File: config.mk
export PLATFORM = sky130hd
export DESIGN_NAME = alu_op_executor
export DESIGN_NICKNAME = d
export VERILOG_FILES = /design/src/rtl/alu_op_executor.sv
export SDC_FILE = /design/constraint.sdc
export NUM_CORES = 1
export LEC_CHECK = 0
export CAP_MARGIN = 30
export CORE_AREA = 2 2 111 86
export CTS_CLUSTER_DIAMETER = 40
export CTS_CLUSTER_SIZE = 24
export DETAILED_ROUTE_END_ITERATION = 16
export DIE_AREA = 0 0 113 88
export PLACE_DENSITY = 0.81
export SLEW_MARGIN = 20
export SYNTH_ARGS = -nofsm -noshare
export SYNTH_HDL_FRONTEND = slang
export SYNTH_SLANG_ARGS = --single-unit
File: constraint.sdc
create_clock -name clk -period 9.3 [get_ports clk]
set_input_delay 1.86 -clock clk [delete_from_list [all_inputs] [get_ports clk]]
set_output_delay 1.86 -clock clk [all_outputs]
set_load 0.01 [all_outputs]
File: src/rtl/alu_op_executor.sv
// Single-op ALU behind an IDLE/EXEC/DONE handshake. Results retire 1 edge after acceptance, or 8 edges for MUL.
// start is ignored while busy. A request held high is taken in the first IDLE cycle after DONE.
module alu_op_executor (
  input  logic        clk,
  input  logic        reset,
  input  logic        start,
  input  logic [2:0]  address,
  input  logic [7:0]  a,
  input  logic [7:0]  b,
  output logic        busy,
  output logic        op_done,
  output logic [15:0] result,
  output logic        carry,
  output logic        zero
);

  typedef enum logic [1:0] {IDLE, EXEC, DONE} state_t;

  state_t      state;
  logic [2:0]  op_q;
  logic [7:0]  a_q;
  logic [7:0]  b_q;
  logic [2:0]  mul_cnt;
  logic [15:0] mul_acc;
  logic [15:0] mul_term;
  logic [15:0] alu_res;
  logic        alu_carry;

  always_comb begin
    alu_res   = 16'd0;
    alu_carry = 1'b0;
    // One partial product per EXEC cycle, LSB of b first.
    mul_term  = b_q[mul_cnt] ? ({8'd0, a_q} << mul_cnt) : 16'd0;
    case (op_q)
      3'd0: {alu_carry, alu_res[7:0]} = {1'b0, a_q} + {1'b0, b_q};
      3'd1: begin
        alu_res[7:0] = a_q - b_q;
        alu_carry    = (a_q < b_q);
      end
      3'd2: alu_res[7:0] = a_q & b_q;
      3'd3: alu_res[7:0] = a_q | b_q;
      3'd4: alu_res[7:0] = a_q ^ b_q;
      3'd5: alu_res[7:0] = a_q << b_q[2:0];
      3'd6: alu_res[7:0] = a_q >> b_q[2:0];
      default: alu_res = mul_acc + mul_term;
    endcase
  end

  always_ff @(posedge clk or negedge reset) begin
    if (!reset) begin
      state   <= IDLE;
      op_q    <= 3'd0;
      a_q     <= 8'd0;
      b_q     <= 8'd0;
      mul_cnt <= 3'd0;
      mul_acc <= 16'd0;
      busy    <= 1'b0;
      op_done <= 1'b0;
      result  <= 16'd0;
      carry   <= 1'b0;
      zero    <= 1'b1;
    end else begin
      op_done <= 1'b0;
      case (state)
        IDLE: begin
          if (start) begin
            op_q    <= address;
            a_q     <= a;
            b_q     <= b;
            mul_cnt <= 3'd0;
            mul_acc <= 16'd0;
            busy    <= 1'b1;
            state   <= EXEC;
          end
        end
        EXEC: begin
          if (op_q == 3'd7 && mul_cnt != 3'd7) begin
            mul_acc <= alu_res;
            mul_cnt <= mul_cnt + 3'd1;
          end else begin
            result  <= alu_res;
            carry   <= alu_carry;
            zero    <= (alu_res == 16'd0);
            op_done <= 1'b1;
            state   <= DONE;
          end
        end
        DONE: begin
          busy  <= 1'b0;
          state <= IDLE;
        end
        default: begin
          busy  <= 1'b0;
          state <= IDLE;
        end
      endcase
    end
  end

endmodule

==> flow_metrics.tcl <==
set metrics [dict create \
    drv_slew 0 \
    yosysWarnings 0 \
    hold_depth 2 \
    ys_ff_latch 60 \
    r2r_setup_slack_ps 4970 \
    p_leak_uw 0.002608 \
    r2r-end "zero" \
    use_met3_pct 9.135 \
    fin_crit_ps 4326 \
    place.gp.congestion 0.9837 \
    yosys.area.top_type "dfrtp_1" \
    cts-root-buf "clkbuf_16" \
    hold_class "reg -> reg" \
    end_kind "flip-flop" \
    fin_hold_ws_ps 474.4 \
    layout.nets 665 \
    fin_tns_setup_ps 0 \
    antenna_found_initial 0 \
    synth_edf_count 0 \
    peakVddDrop_uv 236.9 \
    crit_required_ps 9540 \
    wire_per_inst_um 20.00 \
    crit_path_top_delay_cell "dfrtp_1" \
    critPathBufInv 0 \
    fmax_mhz 231.2 \
    final_cell_area_um2 5886 \
    post-route-period-util_pct 46.51 \
    ys_seq_area_share_pct 29.11 \
    drive_gt1_share_pct 11.28 \
    port_buffers 41 \
    dp_hpwl_mm 10.56 \
    first_pass_iters 11 \
    status "finished, violations left" \
    drt_wl_total_mm 14.30 \
    io_pins 42 \
    max_stage_delay_ps 750 \
    synthesis.area_um2 5162 \
    met2_usage_pct 41.75 \
    top_usage_layer "met1" \
    setup_viol 0 \
    start_kind "flip-flop" \
    synth.most_common_cell "dfrtp_1" \
    crit_family "compound AO/OA/AOI/OAI gates" \
    overflow 0 \
    p_total_uw 2375 \
    dieArea_um2 9944 \
    grt_util_met1_pct 44.47 \
    finalCoreUtilization_pct 66.44 \
    critPathMaxFanout 21 \
    cts_sinks 60 \
    initial_core_util_pct 58.28 \
    htreeDepth 3 \
    insertion_delay_ps 340 \
    rr_worst_depth 13 \
    path_clk_slew_ps 50 \
    syn_nets 646 \
    place_area_um2 5569 \
    crit_chain "mux4_2 -> nand2_1 -> and2_1 -> nor2_1 -> ha_1 -> o21a_1 -> o2111ai_1 -> o21bai_1 -> nand3_1 -> a41oi_1 -> mux2i_1 -> nand4_1 -> o31ai_2" \
    n_fill_cell 720 \
    numCtsBuffers 9 \
    post-cts-setup-buffers 0 \
    hold_start "result[4]" \
    clock_skew_ps 10.85 \
    synth.area.top_cells "dfrtp_1 (29%), ha_1 (10%), mux2_2 (4.6%)" \
    min_to "result[4]" \
    cp.arrival_ps 4570 \
    antenna_cells 0 \
    tightest_slew_ps 816.8 \
    gr-usage-all-layers_pct 29.89 \
    violations "design-rule violations" \
    avgViaCountPerCell 6.446 \
    r2r_start "mul_cnt[0]" \
    ant_nets 0 \
    yosys.area.top_type_share_pct 28.60 \
    ctsResizeCount 0 \
    rsz0062_at_grt "false" \
    yosys_most_used_dff "dfrtp_1" \
    cts_tree "built" \
    synthCells 579 \
    die_w_um 113 \
    grt_pass1_vias 4172 \
    synth_commonest_cells "dfrtp_1 (59), nor2_1 (44), o21ai_0 (44), nand2_1 (43), ha_1 (42)" \
    die_h_um 88 \
    synth_cell_types 72 \
    drtIter0Drc 388 \
    async_flop_share_pct 100.0 \
    grt_pass1_wl_mm 22.67 \
    grt_max_degree 61 \
    slew_headroom_pct 45.55 \
    ff_latch_area_um2 1503 \
    syn_to_final_growth_pct 14.01 \
    core_um2 8859 \
    crit_type "reg -> reg" \
    multi_input_area_um2 3344 \
    power.density_nw_per_um2 403.5 \
    hold_viol 0 \
    drc 3 \
    vias 4609 \
    fp-row-count 30 \
    cap_violations 0 \
    hold_buffers 0 \
    cts.path.max_buffers 2 \
    syn_area_per_cell_um2 8.916 \
]
## power breakdown
group	internal (µW)	switching, µW
registers	347	182
logic	638	850
clock network	233	124
total	1220	1160
## worst min-delay path, stage by stage, from the launching register on
cell,delay (ps)
dfrtp_1,330
nand2_1,40
o21ai_0,60
## layout by cell type (no fill, tap or decap), types with 5 or more instances in the layout
cell / instances
a21o_1: 7
mux4_2: 10
clkbuf_16: 9
xor2_1: 5
a211oi_1: 9
nand3_1: 26
xnor2_1: 10
a21oi_1: 28
o21ai_0: 44
nor3_1: 14
nand2b_1: 10
a22oi_1: 9
inv_1: 32
nor2_1: 44
o21a_1: 8
mux2_2: 21
clkdlybuf4s50_1: 40
ha_1: 42
buf_4: 5
dfrtp_1: 59
nor2b_1: 9
mux2i_1: 17
and2_1: 5
a31oi_1: 6
nand2_1: 43
## sequential cells by signal, indices dropped and copies added (netlist names)
name     flops
mul_acc     16
result      16
a_q          8
b_q          8
mul_cnt      3
op_q         3
state        2
busy         1
carry        1
op_done      1
zero         1
## logic make-up (layout without fill, tap and decap cells)
| logic type | after synthesis | after routing | share of synthesized area, % |
|---|---|---|---|
| AO/OA/AOI/OAI | 158 | 158 | 20.84 |
| multiplexers | 49 | 49 | 12.46 |
| flip-flops | 60 | 60 | 29.11 |
| XOR/XNOR | 15 | 15 | 2.545 |
| AND/OR/NAND/NOR | 180 | 180 | 17.52 |
| buffers and inverters | 72 | 96 | 6.180 |
| adder cells (fa/ha/maj) | 45 | 45 | 11.34 |
## worst max-delay path by stage
stage                           from  endpoint  slack (ps)  cells past startpoint
after detailed placement  mul_cnt[0]      zero        5200                     13
after global placement    mul_cnt[0]      zero        5340                     13
after CTS                 mul_cnt[0]      zero        5050                     13
after floorplan           mul_cnt[0]      zero        5500                     15
after global routing      mul_cnt[0]      zero        4680                     13
final                     mul_cnt[0]      zero        4970                     13
## layer usage
metal / part of all wire (%) / vias to the layer above
met5: 0 / -
met4: 1.5 / 0
met3: 11 / 20
met2: 41 / 243
met1: 47 / 2204
li1: - / 2142
## through the flow
step	worst slack, ps	instances
4_1_cts	5052	715
3_3_place_gp	5341	698
2_1_floorplan	5502	579
6_report	4974	715
5_1_grt	4682	715
3_5_place_dp	5199	699
## layout make-up
cell class	count	share of cell area, %
Timing Repair Buffer	47	7.781
Tap cell	112	2.381
Clock inverter	7	1.552
Multi-Input combinational cell	447	56.82
Clock buffer	9	3.827
Inverter	33	2.105
Sequential cell	60	25.53
Power figures use the tool's default switching activity.
